### config.mk
export PLATFORM = sky130hd
export DESIGN_NAME = ball_motion_ctrl
export DESIGN_NICKNAME = d
export VERILOG_FILES = /design/src/rtl/ball_motion_ctrl.sv
export SDC_FILE = /design/constraint.sdc
export NUM_CORES = 1
export LEC_CHECK = 0
export ABC_AREA = 1
export CAP_MARGIN = 20
export CORE_MARGIN = 2
export CORE_UTILIZATION = 36
export CTS_BUF_LIST = sky130_fd_sc_hd__clkbuf_16
export DETAILED_ROUTE_END_ITERATION = 16
export DONT_BUFFER_PORTS = 1
export REMOVE_ABC_BUFFERS = 1
export SYNTH_ARGS = -nofsm -noshare
export SYNTH_HDL_FRONTEND = slang
export SYNTH_SLANG_ARGS = --single-unit
### constraint.sdc
create_clock -name clk -period 6.65 [get_ports clk]
set_input_delay 1.33 -clock clk [delete_from_list [all_inputs] [get_ports clk]]
set_output_delay 1.33 -clock clk [all_outputs]
set_load 0.05 [all_outputs]
### src/rtl/ball_motion_ctrl.sv
// Ball motion sequencer: once per game tick it erases the ball square, resolves
// wall/paddle/floor collisions, steps the ball and redraws it through the plotter.
module ball_motion_ctrl #(
   parameter int          SCREEN_W    = 160,
   parameter int          SCREEN_H    = 120,
   parameter int          BALL_SIZE   = 2,
   parameter int          PADDLE_Y    = 110,
   parameter int          PADDLE_W    = 16,
   parameter int          TICK_DIV    = 833334,
   parameter int          X_START     = 80,
   parameter int          Y_START     = 60,
   parameter logic [2:0]  BALL_COLOUR = 3'b111
) (
   input  logic       clk,
   input  logic       resetn,
   input  logic       go,
   input  logic [9:0] paddle_x,
   output logic [9:0] plot_x,
   output logic [9:0] plot_y,
   output logic [2:0] plot_colour,
   output logic       plot_valid,
   input  logic       plot_ready,
   output logic [9:0] ball_x,
   output logic [9:0] ball_y,
   output logic [1:0] dir,
   output logic       miss,
   output logic       busy
);

   localparam int CNT_W = (TICK_DIV > 1) ? $clog2(TICK_DIV) : 1;
   localparam int SZ_W  = (BALL_SIZE > 1) ? $clog2(BALL_SIZE) : 1;

   typedef enum logic [1:0] {
      IDLE   = 2'd0,
      ERASE  = 2'd1,
      UPDATE = 2'd2,
      DRAW   = 2'd3
   } state_t;

   state_t           state_q, state_d;
   logic [CNT_W-1:0] cnt_q, cnt_d;
   logic [SZ_W-1:0]  col_q, col_d, row_q, row_d;
   logic [9:0]       ball_x_q, ball_x_d, ball_y_q, ball_y_d;
   logic [1:0]       dir_q, dir_d;
   logic [9:0]       plot_x_q, plot_x_d, plot_y_q, plot_y_d;
   logic [2:0]       plot_colour_q, plot_colour_d;
   logic             plot_valid_q, plot_valid_d;
   logic             miss_q, miss_d;
   logic             busy_q, busy_d;

   logic             tick;
   logic             accept;
   logic             last_pix;
   logic [SZ_W-1:0]  next_col, next_row;

   logic [10:0]      x_ext, y_ext, px_ext;
   logic             hit_left, hit_right, hit_top, hit_paddle, hit_floor;
   logic             overlap;
   logic [1:0]       new_dir;
   logic [9:0]       step_x, step_y;

   assign tick     = (cnt_q == CNT_W'(TICK_DIV - 1));
   assign accept   = plot_valid_q && plot_ready;
   assign last_pix = (col_q == SZ_W'(BALL_SIZE - 1)) && (row_q == SZ_W'(BALL_SIZE - 1));

   // Row-major walk over the ball square.
   always_comb begin
      next_col = col_q + SZ_W'(1);
      next_row = row_q;
      if (col_q == SZ_W'(BALL_SIZE - 1)) begin
         next_col = '0;
         next_row = row_q + SZ_W'(1);
      end
   end

   // Collision tests use the pre-step position, so the subsequent +/-1 step
   // can never leave the screen or wrap below zero.
   always_comb begin
      x_ext      = {1'b0, ball_x_q};
      y_ext      = {1'b0, ball_y_q};
      px_ext     = {1'b0, paddle_x};
      hit_left   = dir_q[0] && (ball_x_q == 10'd0);
      hit_right  = !dir_q[0] && ((x_ext + 11'(BALL_SIZE)) == 11'(SCREEN_W));
      hit_top    = dir_q[1] && (ball_y_q == 10'd0);
      overlap    = ((x_ext + 11'(BALL_SIZE - 1)) >= px_ext) &&
                   (x_ext <= (px_ext + 11'(PADDLE_W - 1)));
      hit_paddle = !dir_q[1] && ((y_ext + 11'(BALL_SIZE)) == 11'(PADDLE_Y)) && overlap;
      hit_floor  = !dir_q[1] && ((y_ext + 11'(BALL_SIZE)) == 11'(SCREEN_H));
      new_dir    = {dir_q[1] ^ (hit_top | hit_paddle), dir_q[0] ^ (hit_left | hit_right)};
      step_x     = new_dir[0] ? (ball_x_q - 10'd1) : (ball_x_q + 10'd1);
      step_y     = new_dir[1] ? (ball_y_q - 10'd1) : (ball_y_q + 10'd1);
   end

   always_comb begin
      cnt_d         = tick ? '0 : (cnt_q + CNT_W'(1));
      state_d       = state_q;
      col_d         = col_q;
      row_d         = row_q;
      ball_x_d      = ball_x_q;
      ball_y_d      = ball_y_q;
      dir_d         = dir_q;
      plot_x_d      = plot_x_q;
      plot_y_d      = plot_y_q;
      plot_colour_d = plot_colour_q;
      plot_valid_d  = plot_valid_q;
      miss_d        = 1'b0;

      case (state_q)
         IDLE: begin
            if (tick && go) begin
               state_d       = ERASE;
               col_d         = '0;
               row_d         = '0;
               plot_x_d      = ball_x_q;
               plot_y_d      = ball_y_q;
               plot_colour_d = 3'b000;
               plot_valid_d  = 1'b1;
            end
         end
         ERASE, DRAW: begin
            // Coordinates only move on an accepted pixel, so a stalled plotter
            // sees a stable request.
            if (accept) begin
               if (last_pix) begin
                  state_d      = (state_q == ERASE) ? UPDATE : IDLE;
                  plot_valid_d = 1'b0;
               end else begin
                  col_d    = next_col;
                  row_d    = next_row;
                  plot_x_d = ball_x_q + 10'(next_col);
                  plot_y_d = ball_y_q + 10'(next_row);
               end
            end
         end
         UPDATE: begin
            if (hit_floor) begin
               miss_d   = 1'b1;
               ball_x_d = 10'(X_START);
               ball_y_d = 10'(Y_START);
               dir_d    = 2'b00;
            end else begin
               dir_d    = new_dir;
               ball_x_d = step_x;
               ball_y_d = step_y;
            end
            state_d       = DRAW;
            col_d         = '0;
            row_d         = '0;
            plot_x_d      = ball_x_d;
            plot_y_d      = ball_y_d;
            plot_colour_d = BALL_COLOUR;
            plot_valid_d  = 1'b1;
         end
         default: begin
            state_d      = IDLE;
            plot_valid_d = 1'b0;
         end
      endcase

      busy_d = (state_d != IDLE);
   end

   always_ff @(posedge clk or negedge resetn) begin
      if (!resetn) begin
         state_q       <= IDLE;
         cnt_q         <= '0;
         col_q         <= '0;
         row_q         <= '0;
         ball_x_q      <= 10'(X_START);
         ball_y_q      <= 10'(Y_START);
         dir_q         <= 2'b00;
         plot_x_q      <= 10'd0;
         plot_y_q      <= 10'd0;
         plot_colour_q <= 3'b000;
         plot_valid_q  <= 1'b0;
         miss_q        <= 1'b0;
         busy_q        <= 1'b0;
      end else begin
         state_q       <= state_d;
         cnt_q         <= cnt_d;
         col_q         <= col_d;
         row_q         <= row_d;
         ball_x_q      <= ball_x_d;
         ball_y_q      <= ball_y_d;
         dir_q         <= dir_d;
         plot_x_q      <= plot_x_d;
         plot_y_q      <= plot_y_d;
         plot_colour_q <= plot_colour_d;
         plot_valid_q  <= plot_valid_d;
         miss_q        <= miss_d;
         busy_q        <= busy_d;
      end
   end

   assign plot_x      = plot_x_q;
   assign plot_y      = plot_y_q;
   assign plot_colour = plot_colour_q;
   assign plot_valid  = plot_valid_q;
   assign ball_x      = ball_x_q;
   assign ball_y      = ball_y_q;
   assign dir         = dir_q;
   assign miss        = miss_q;
   assign busy        = busy_q;

   stall_hold_a : assert property (@(posedge clk) disable iff (!resetn)
      (plot_valid && !plot_ready) |=>
         (plot_valid && $stable(plot_x) && $stable(plot_y) && $stable(plot_colour)));

   miss_pulse_a : assert property (@(posedge clk) disable iff (!resetn)
      miss |=> !miss);

endmodule
After elaboration in Yosys (flattened, before gate mapping). Index checks and enable logic that the tools add are counted.

Register bits: 72. Input bits: 14. Output and inout port bits: 48. Word-level logic and storage cells: 100.

Add/sub/neg operators: 13. $lt $le $gt $ge: 2. Equal/unequal tests: 11. Muxes and demuxes: 36. Bitwise gates (word level): 4. Reduce and logical (&&, ||, !) cells: 21.

Operators with widths (number): two-way mux 10 bit (10); case mux 10 bit (3 select lines) (2); adder 10 x 2 -> 11 bit (second input constant) (2); == test 11 x 7 -> 1 bit (second input constant) (2); adder 10 x 1 -> 10 bit (2); adder 10 x 1 -> 10 bit (second input constant) (2); adder 20 x 1 -> 20 bit (second input constant) (1); == test 20 bit (second input constant) (1); logical NOT 10 bit (2); two-way mux 20 bit (1); subtractor 10 x 1 -> 10 bit (second input constant) (2); two-way mux 1 bit (12); adder 10 x 1 -> 11 bit (second input constant) (1); adder 10 x 4 -> 11 bit (second input constant) (1); == test 11 x 8 -> 1 bit (second input constant) (1); >= comparator 11 x 10 -> 1 bit (1); <= comparator 10 x 11 -> 1 bit (1); logical AND 1 bit (10); two-way mux 2 bit (5); case mux 1 bit (3 select lines) (3); != test 2 bit (second input constant) (4); case mux 2 bit (3 select lines) (1); case mux 3 bit (2 select lines) (1); AND reduction 3 bit (2); 11 further kinds (17).

Depth between registers and ports, before layout. Gate-level depths: netlist of the first run.

Depth in word-level cells: 9. Depth in mapped cells: 27. Depth with buffers taken out: 27.

Worst setup path after synthesis of the first run. No wires, ideal clock.

Path type: input-to-reg. Start point: in paddle_x[0]. End point: reg plot_y_q[5] (netlist: plot_y[5]). Setup time: 120 ps. Arrival: 4219 ps. Data required time: 6530 ps. Slack: 2311 ps. Stages: 24. Path buffers: 0. Cells stage by stage: inv_1 > ha_1 > nand3_1 > nand2_1 > nor2_1 > nand2_1 > xor2_1 > ha_1 > and3_1 > nand3_1 > nand2_1 > a21oi_1 > nor2_1 > nand2_1 > nand2_2 > ha_1 > nand2_1 > nor2_1 > a211oi_1 > xnor2_1 > a21oi_1 > o211ai_1 > o21ai_0 > inv_1.

Word-level cells in the longest chain between the ends: 9. Elaborated cells between the ends (all ways): 10. Those cells by class: add/sub: 1; order compare: 2; mux: 3; bitwise: 2; reduce/logical: 2.

Ends and longest elaborated chain: start: declaration (RTL line 17) `input logic [9:0] paddle_x,`; adder 10 x 4 -> 11 bit (RTL line 86) `(x_ext <= (px_ext + 11'(PADDLE_W - 1)));`; <= comparator 10 x 11 -> 1 bit (RTL line 86); logical AND 1 bit (*) (RTL line 85) `overlap = ((x_ext + 11'(BALL_SIZE - 1)) >= px_ext) &&`; logical AND 1 bit (*) (RTL line 87) `hit_paddle = !dir_q[1] && ((y_ext + 11'(BALL_SIZE)) == 11'(PADDLE_Y)) && overlap;`; bitwise OR 1 bit (*) (RTL line 89) `new_dir = {dir_q[1] ^ (hit_top | hit_paddle), dir_q[0] ^ (hit_left | hit_right)};`; XOR 1 bit (*) (RTL line 89); two-way mux 10 bit (*) (RTL line 91) `step_y = new_dir[1] ? (ball_y_q - 10'd1) : (ball_y_q + 10'd1);`; two-way mux 10 bit (*) (RTL line 136) `if (hit_floor) begin`; case mux 10 bit (3 select lines) (*) (RTL line 108) `case (state_q)`; end signal: assignment (RTL line 187) `plot_y_q <= plot_y_d;`; end: declaration (RTL line 45) `logic [9:0] plot_x_q, plot_x_d, plot_y_q, plot_y_d;`.

Every way passes the cells marked *; elsewhere a longest branch is shown, timed or not. A chain may end at the register's enable or synchronous reset.

Worst setup path in the final report of the first run.
Start point: reg ball_x_q[3] (netlist: ball_x[3]). End point: reg ball_y_q[7] (netlist: ball_y[7]).

Word-level cells in the longest chain between the ends: 8. Elaborated cells between the ends (all ways): 9. Those cells by class: add/sub: 1; order compare: 2; mux: 2; bitwise: 2; reduce/logical: 2.

Ends and longest elaborated chain: start: declaration (RTL line 43) `logic [9:0] ball_x_q, ball_x_d, ball_y_q, ball_y_d;`; start signal: assignment (RTL line 169) `ball_x_q <= 10'(X_START);`; start signal: assignment (RTL line 183) `ball_x_q <= ball_x_d;`; adder 10 x 1 -> 11 bit (RTL line 85); >= comparator 11 x 10 -> 1 bit (RTL line 85); logical AND 1 bit (*) (RTL line 85); logical AND 1 bit (*) (RTL line 87); bitwise OR 1 bit (*) (RTL line 89); XOR 1 bit (*) (RTL line 89); two-way mux 10 bit (*) (RTL line 91); two-way mux 10 bit (*) (RTL line 136); end signal: assignment (RTL line 170) `ball_y_q <= 10'(Y_START);`; end signal: assignment (RTL line 184) `ball_y_q <= ball_y_d;`; end: declaration (RTL line 43).

Marked as above.

==> summary.txt, run 1 <==
Power
  • Maximum vdd drop: 209 uV
  • Leakage power: 2.82 nW
  • Overall Power: 2.62 mW
  • Power density cells: 443 nW/um^2

Timing
  • Total negative slack: 0 ps
  • Final Hold Viols: 0
  • Highest clock rate: 212 MHz
  • Setup violations, final: 0
  • Hold slack: 470 ps
  • Tmin final: 4720 ps
  • Crit share post-route: 70.9%
  • RSZ-0062 raised after global routing: false
  • Slew headroom: 42.1%
  • Slew @ Worst Pin: 868 ps
  • Max Slew Vio Count: 0
  • Clock Skew: 6.24 ps

Place
  • HPWL after DPL: 10700 um
  • PortBufs: 0
  • GPL Wtd Cong: 0.881
  • Cell Area, Placed: 5590 um^2
  • Placed Instances: 898

Critical path
  • Crit path launch type: register
  • Top cell family by delay on the critical path: simple AND/OR/NAND/NOR gates
  • Slowest CP cell: dfrtp_1
  • CP endpoint kind: register
  • Worst EP required: 6870 ps
  • Critical path class: register to register
  • CP Data Arrival Time: 4930 ps
  • CP cell instances: inv_1 > nor3_2 > nand4_1 > xor2_1 > o21ai_0 > inv_1 > ha_1 > inv_1 > o211ai_1 > nor2_1 > nand3_1 > nand2_1 > nand2_2 > ha_1 > nand2_1 > nor2_1 > a211oi_1 > o21bai_1 > o21ai_0 > nand2_1
  • Crit-path max cell delay: 870 ps
  • CP max FO: 11
  • WP buf/inv: 3

Clock network
  • Worst-Skew Late Latency: 340 ps
  • CTS tree: done
  • CTS-repair resized insts: 0
  • CTS Hold Bufs: 0
  • CTS Buf Count: 9
  • Setup bufs post-CTS: 0
  • CTS sink count: 70
  • Clk buf depth: 2
  • Root Buffer: clkbuf_16
  • Clock-pin slew on the worst setup and hold paths: 60 ps
  • H-Tree Level Count: 3

Yosys
  • Dominant cell by count in the synthesized netlist: nand2_1
  • Warnings from Yosys: 0
  • Syn_area_per_cell: 7.52 um^2
  • Post-Synthesis Cells: 726
  • Top cells by area, synth: dfrtp_1 29%, ha_1 11%, nand2_1 8.9%
  • Yosys top cell area share: 29.3%
  • Register bit total from synthesis: 70
  • Cell taking the most area after synthesis: dfrtp_1
  • Share of synthesized registers carrying an async set or reset: 100%
  • Top cells by count, synth: 130 x nand2_1, 99 x inv_1, 75 x nor2_1
  • Yosys cell types: 48
  • Ys flop type: dfrtp_1
  • Mapped cell area: 5460 um^2
  • Register area share after synthesis: 32.2%
  • Post-synth EDFFs: 0

Die
  • Cell row count: 45
  • Core Area: 15000 um^2
  • Die footprint: 16200 um^2
  • IO Pins: 62
  • Starting Density: 36.3%
  • Die span in x: 127 um
  • Die Span Y: 127 um

GRT
  • Total gr overflow: 0
  • Tot GR Track Use: 19.0%
  • First-pass GRT wire length: 24400 um
  • Vias in the first global route: 4633
  • Initial antenna violation count: 0
  • Largest net degree at the start of global routing: 71

Drt
  • WL/cell: 16.1 um
  • Vias per cell: 5.23
  • Via Count: 4780
  • DR pass1 iterations: 4
  • Routed WL: 14700 um
  • Final ANT Viol Nets: 0
  • DRC errors left: 0
  • Initial detailed-routing violation count: 370

Cells and area
  • Layout area overhead: 8.23%
  • Non-filler cells, final: 914
  • Filler instances: 1561
  • Area of the multi-input gates: 3200 um^2
  • Nets: 786
  • Sequential cell area: 1760 um^2
  • Final instance area: 5910 um^2
  • Diode count: 0
  • Share of layout cells above drive strength 1: 7.44%

Run status
  • Outcome: complete, no violations

Min path
  • Worst Hold Class: register to register

Job
  • Max Cap Viol: 0
## per-layer routing
layer / routed length [um] / up-vias / track usage (%)
li1: - / 2433 / -
met1: 6930 / 2250 / 25.6
met2: 6800 / 87 / 30.7
met3: 820 / 10 / 4.36
met4: 152 / 0 / 5.62
met5: 0 / - / 0
## final cells by class
type	instances	share of cell area, %
clock buffer	9	3.81
clock inverter	7	1.50
inverter	102	6.57
multi-input combinational	536	54.1
sequential	70	29.8
tap	188	3.98
timing repair buffer	2	0.254
## flip-flops by register name, indices dropped and copies added, names as in the netlist
name and flops:
ball_x 10, plot_valid 1, cnt_q 20, dir 2, busy 1, plot_x 10
state_q 2, plot_y 10, miss 1, ball_y 10, row_q 1, col_q 1
plot_colour 1
## cells by family (layout without fill, tap and decap cells)
family,Yosys count,after routing,share of synthesized area [%]
and+or+nand+nor,310,310,25.8
AOI/OAI and AO/OA,148,148,16.4
buffers and inverters,120,120,9.26
DFF,70,70,32.2
xor gates and xnor gates,27,27,4.33
adders and majority gates,51,51,12.0
## through the flow
stage	util, %	setup WS, ps
after global routing	39.3	1480
final	39.3	1930
after floorplan	-	2310
after CTS	39.3	1900
after detailed placement	37.2	1730
after global placement	37.2	1830
## cells in the final DEF (no fill, tap or decap), types with 3 or more instances in the layout
master and n:
o21ai_0 51, a21oi_1 48, a211oi_1 3, dfstp_2 6, inv_1 99, nand3_1 49, xor2_1 22, ha_1 49
nor4_1 5, nor3_2 3, o211ai_1 4, nor2_1 74, o21bai_1 6, a31oi_1 7, a21oi_2 3, or2_2 4
nor2_2 4, o22ai_1 5, clkbuf_16 9, nor3_1 10, nand4_1 19, and3_1 3, nand2_1 130, o21a_1 4
xnor2_1 5, a31oi_2 8, dfrtp_1 64
## worst register-to-register path: stages, from the launching register on
cell and delay, ps:
dfrtp_1 870, inv_1 310, nor3_2 360, nand4_1 140, xor2_1 200, o21ai_0 170
inv_1 60, ha_1 300, inv_1 90, o211ai_1 90, nor2_1 110, nand3_1 100
nand2_1 130, nand2_2 170, ha_1 400, nand2_1 90, nor2_1 60, a211oi_1 400
o21bai_1 130, o21ai_0 310, nand2_1 90
## power by group
part	total, mW	switching (mW)	internal [mW]
logic	0.970	0.605	0.365
registers	1.13	0.579	0.552
clock network	0.516	0.191	0.326
total	2.62	1.37	1.24
## path summary, 6_finish.rpt
| path | startpoint | to | slack [ps] | cells after the start |
|---|---|---|---|---|
| max | ball_x[3] | ball_y[7] | 1930 | 20 |
| min | plot_colour[1] | plot_colour[1] | 470 | 2 |
| max reg2reg | ball_x[3] | ball_y[7] | 1930 | 20 |
| min reg2reg | plot_colour[1] | plot_colour[1] | 470 | 2 |
| max in group asynchronous | resetn | ball_y[2] | 5750 | 0 |
| min in group asynchronous | resetn | cnt_q[2] | 680 | 0 |
Note: power is estimated with default switching activity, not from simulation.
==> inputs of run 2 (changes only) <==
Clock period 6.65 ns to 4.4 ns, I/O delays scaled along.
==> run 2 against run 1 <==
- register-to-register slack worse by 1500 ps
- core utilization is 0.77 points higher
- flip-flop and latch count did not move
- highest routed layer unchanged
==> summary.txt, run 2 (synthesis gave the netlist of run 1 again) <==
Run status
  • Outcome: complete, no violations

Power
  • Overall Power: 3.98 mW
  • Maximum vdd drop: 330 uV
  • Leakage power: 2.91 nW
  • Power density cells: 660 nW/um^2

GRT
  • Total gr overflow: 0
  • Vias in the first global route: 4660
  • Tot GR Track Use: 19.4%
  • First-pass GRT wire length: 25000 um
  • Largest net degree at the start of global routing: 71
  • Initial antenna violation count: 0

Cells and area
  • Largest register FFs: 20
  • Commonest cells after routing, fill and taps aside: 130 x nand2_1, 100 x inv_1, 74 x nor2_1
  • Final Core Density: 40.1%
  • Most common cell after layout, fill and taps aside: nand2_1
  • Non-filler cells, final: 932
  • Share of layout cells above drive strength 1: 10.2%
  • Filler instances: 1529
  • Top reg by flops: cnt_q
  • Diode count: 0
  • Nets: 804
  • Area of the multi-input gates: 3220 um^2
  • Sequential cell area: 1760 um^2
  • Layout area overhead: 10.3%

Die
  • Core Area: 15000 um^2
  • Starting Density: 36.3%
  • Cell row count: 45
  • IO Pins: 62
  • Die footprint: 16200 um^2
  • Die span in x: 127 um
  • Die Span Y: 127 um

Timing
  • Final worst slack: 382 ps
  • Highest clock rate: 249 MHz
  • Max Slew Vio Count: 0
  • Slew @ Worst Pin: 732 ps
  • Setup violations, final: 0
  • Tmin final: 4020 ps
  • Clock Skew: 8.68 ps
  • Slew headroom: 51.2%
  • Crit share post-route: 91.3%
  • Final Hold Viols: 0
  • RSZ-0062 raised after global routing: true

Place
  • HPWL after DPL: 10900 um
  • GPL Wtd Cong: 0.915
  • Pre-CTS setup slack: 37.3 ps
  • PortBufs: 0
  • Placed Instances: 916

Clock network
  • CTS Buf Count: 9
  • Clk buf depth: 2
  • Setup bufs post-CTS: 0
  • CTS tree: done
  • CTS sink count: 70
  • CTS Hold Bufs: 0
  • CTS-repair resized insts: 0
  • Clock-pin slew on the worst setup and hold paths: 60 ps
  • Root Buffer: clkbuf_16
  • H-Tree Level Count: 3
  • Worst-Skew Late Latency: 350 ps

Min path
  • Worst Hold Class: input pin to async pin

Drt
  • DRC errors left: 0
  • Initial detailed-routing violation count: 422
  • Highest metal used: met4
  • Met2 routed WL: 6880 um
  • Via Count: 4880
  • Final ANT Viol Nets: 0
  • Routed WL: 15200 um
  • WL/cell: 16.3 um
  • Post-Route M1 WL: 7140 um
  • Met3 wire length: 848 um
  • DR pass1 iterations: 5
  • Vias per cell: 5.24

Critical path
  • Crit path launch type: input pin
  • Critical path class: input pin to register
  • Critical path origin: paddle_x[1]
  • FF-to-FF path depth: 21
  • CP endpoint kind: register
  • CP Data Arrival Time: 4230 ps
  • Reg-to-reg startpoint: ball_x[0]
  • Worst EP required: 4610 ps
  • CP max FO: 6

Job
  • Max Cap Viol: 0
==> run 2: worst paths after layout <==
path                       slack (ps)        endpoint
max                               380       ball_y[9]
min                               230        cnt_q[2]
max reg2reg                       400       ball_y[9]
min reg2reg                       480  plot_colour[1]
max in group asynchronous        3940       ball_y[4]
min in group clk                  480  plot_colour[1]
==> run 2: worst max-delay path, stage by stage <==
cell and delay (ps):
inv_1 80, nand3_1 120, o21ai_0 360, nor3_1 120
xor2_1 160, ha_1 290, and3_1 190, nand3_1 70
nand2_1 50, a21oi_1 150, nor2_1 60, nand2_1 130
nand2_2 130, buf_4 180, ha_1 350, nand2_1 130
inv_1 60, a221oi_2 230, nand3_1 150, inv_1 80
nand3_1 70, nand3_1 110, o21ai_0 100
==> run 2: where the power goes <==
group | internal (mW) | switching (mW) | leakage [nW]
clock | 0.378 | 0.302 | 0.132
sequential | 0.835 | 0.679 | 0.850
combinational | 0.627 | 1.16 | 1.93
==> run 2: per-layer routing <==
metal	track usage, %	vias up
li1	-	2470
met1	26.3	2253
met2	31.0	132
met3	4.73	25
met4	5.82	0
met5	0	-
==> run 2: area by class of cell <==
class | instances | share of cell area [%]
Tap cell | 188 | 3.91
Inverter | 102 | 6.44
Clock buffer | 9 | 3.74
Sequential cell | 70 | 29.2
Clock inverter | 7 | 0.686
Timing Repair Buffer | 20 | 2.49
Multi-Input combinational cell | 536 | 53.5
==> run 2: metrics by stage <==
stage / hold slack (ps) / area (um^2) / TNS (ps)
final: 227 / 6020 / 0
after global routing: 213 / 6020 / -111
after CTS: 216 / 5990 / 0
after detailed placement: 469 / 5730 / 0
after global placement: 461 / 5730 / 0
after floorplan: 444 / 5340 / 0
==> inputs of run 3 (changes only) <==
Settings changed: CTS_BUF_LIST sky130_fd_sc_hd__clkbuf_16 to unset.
==> run 3 against run 2 <==
- clock-buffer cell count grew 3
- wire length fell by 0.39%
- sequential power barely moved
- total power increased by 0.78%
- cell area up 0.33%
- global-route usage barely moved
- register-to-register slack improved by 50 ps
- non-clock buffer count is the same
- flip-flop and latch count did not move
- die area stayed put
- final cell count stayed put
- critical path type unchanged
==> summary.txt, run 3 (synthesis gave the netlist of run 1 again) <==
Clock network
  • Clock-pin slew on the worst setup and hold paths: 60 ps
  • CTS tree: done
  • Root Buffer: clkbuf_16
  • H-Tree Level Count: 3
  • Clk buf depth: 2
  • CTS Hold Bufs: 0
  • CTS sink count: 70
  • Worst-Skew Late Latency: 350 ps
  • CTS Buf Count: 9

Power
  • Leakage power: 2.91 nW
  • Register share of total power: 37.8%
  • Clock share of power: 17.9%
  • Pint: 1.88 mW
  • Power density cells: 663 nW/um^2
  • Sw Pwr: 2.13 mW
  • Maximum vdd drop: 329 uV
  • Comb power frac: 44.3%
  • Switch share: 53.2%

Critical path
  • Reg-to-reg startpoint: ball_x[0]
  • Worst EP required: 4610 ps
  • Critical path class: input pin to register
  • CP Data Arrival Time: 4190 ps
  • Crit path launch type: input pin
  • CP max FO: 6
  • CP endpoint kind: register
  • Critical path origin: paddle_x[1]

Cells and area
  • Commonest cells after routing, fill and taps aside: 130 x nand2_1, 99 x inv_1, 74 x nor2_1
  • Largest register FFs: 20
  • Share of layout cells above drive strength 1: 10.5%
  • Most common cell after layout, fill and taps aside: nand2_1
  • Top reg by flops: cnt_q
  • Nets: 804
  • Final instance area: 6040 um^2
  • Layout area overhead: 10.7%
  • Diode count: 0

Die
  • Die Span Y: 127 um
  • Starting Density: 36.3%
  • Die footprint: 16200 um^2
  • IO Pins: 62
  • Cell row count: 45
  • Die span in x: 127 um
  • Core Area: 15000 um^2

Drt
  • DRC errors left: 0
  • Initial detailed-routing violation count: 399
  • Via Count: 4877
  • Routed WL: 15100 um
  • Vias per cell: 5.23
  • Final ANT Viol Nets: 0
  • DR pass1 iterations: 5
  • WL/cell: 16.2 um

Place
  • HPWL after DPL: 10900 um
  • PortBufs: 0
  • GPL Wtd Cong: 0.915
  • Pre-CTS setup slack: 37.3 ps
  • Cell Area, Placed: 5730 um^2

Timing
  • Slew @ Worst Pin: 725 ps
  • Tmin final: 3980 ps
  • Final Hold Viols: 0
  • Highest clock rate: 251 MHz
  • Slew headroom: 51.7%
  • Final worst slack: 420 ps
  • Crit share post-route: 90.5%
  • Setup violations, final: 0
  • Clock Skew: 8.34 ps
  • Max Slew Vio Count: 0
  • RSZ-0062 raised after global routing: true
  • Hold slack: 226 ps

GRT
  • Total gr overflow: 0
  • Initial antenna violation count: 0
  • Largest net degree at the start of global routing: 71
  • First-pass GRT wire length: 25000 um
  • Tot GR Track Use: 19.4%
  • Vias in the first global route: 4677

Run status
  • Outcome: complete, no violations

Min path
  • Worst Hold Class: input pin to async pin

Job
  • Max Cap Viol: 0
## run 3: changes by cell type in the layout (fill, tap and decap cells not counted), sizes merged
cell | before | now
clkinv | 5 | 3
inv | 103 | 102
clkbuf | 9 | 12
## run 3: power groups by stage
| stage | Clock [mW] | Combinational [mW] | Sequential, mW |
|---|---|---|---|
| 6_report | 0.718 | 1.78 | 1.51 |
| 3_5_place_dp | 0 | 1.71 | 1.52 |
| 5_1_grt | 0.758 | 2.01 | 1.55 |
| 3_3_place_gp | 0 | 1.71 | 1.53 |
| 2_1_floorplan | 0 | 1.15 | 1.59 |
| 4_1_cts | 0.738 | 1.73 | 1.51 |
## run 3: what timing repair did
action	CTS	global route
endpoints found under the hold margin	0	0
endpoints found under the setup margin	0	12
setup buffers	0	0
gates resized for setup	0	7
## run 3: per-layer routing
layer,up-vias,share of wire [%],global-route usage (%)
met4,0,1.8,5.82
li1,2471,-,-
met2,119,46,31.1
met5,-,0,0
met3,23,5.5,4.73
met1,2264,47,26.1
## run 3: metrics by stage
| stage | instances | setup TNS, ps | power (mW) | utilization [%] |
|---|---|---|---|---|
| after floorplan | 708 | 0 | 2.74 | - |
| after global placement | 916 | 0 | 3.24 | 38.1 |
| after detailed placement | 916 | 0 | 3.23 | 38.1 |
| after CTS | 932 | 0 | 3.98 | 40.0 |
| after global routing | 932 | -113 | 4.32 | 40.2 |
| final | 932 | 0 | 4.01 | 40.2 |
## run 3: final timing paths
| kind | end | cells after the start | slack [ps] |
|---|---|---|---|
| setup / recovery | ball_y[9] | 23 | 420 |
| min in group clk | plot_colour[1] | 2 | 480 |
| setup reg to reg | ball_y[9] | 21 | 450 |
| hold / removal | cnt_q[2] | 0 | 230 |
| hold reg to reg | plot_colour[1] | 2 | 480 |
| max in group asynchronous | ball_y[2] | 0 | 3950 |
## run 3: final cells by class
class	count	area [um^2]
fillers	1526	8990
multi-input cells	536	3220
inverters	102	388
repair buffers	20	150
clock buffers	12	256
clock inverters	4	30.0
flip-flops and latches	70	1760
well taps	188	235
## run 3: worst max-delay path, stage by stage
cell and delay, ps:
inv_1 80, nand3_1 120, o21ai_0 360, nor3_1 120, xor2_1 160, ha_1 290, and3_1 190, nand3_1 70
nand2_1 50, a21oi_1 150, nor2_1 60, nand2_1 130, nand2_2 120, buf_4 180, ha_1 340, nand2_1 120
inv_1 50, a221oi_2 230, nand3_1 150, inv_1 80, nand3_1 70, nand3_1 100, o21ai_0 100
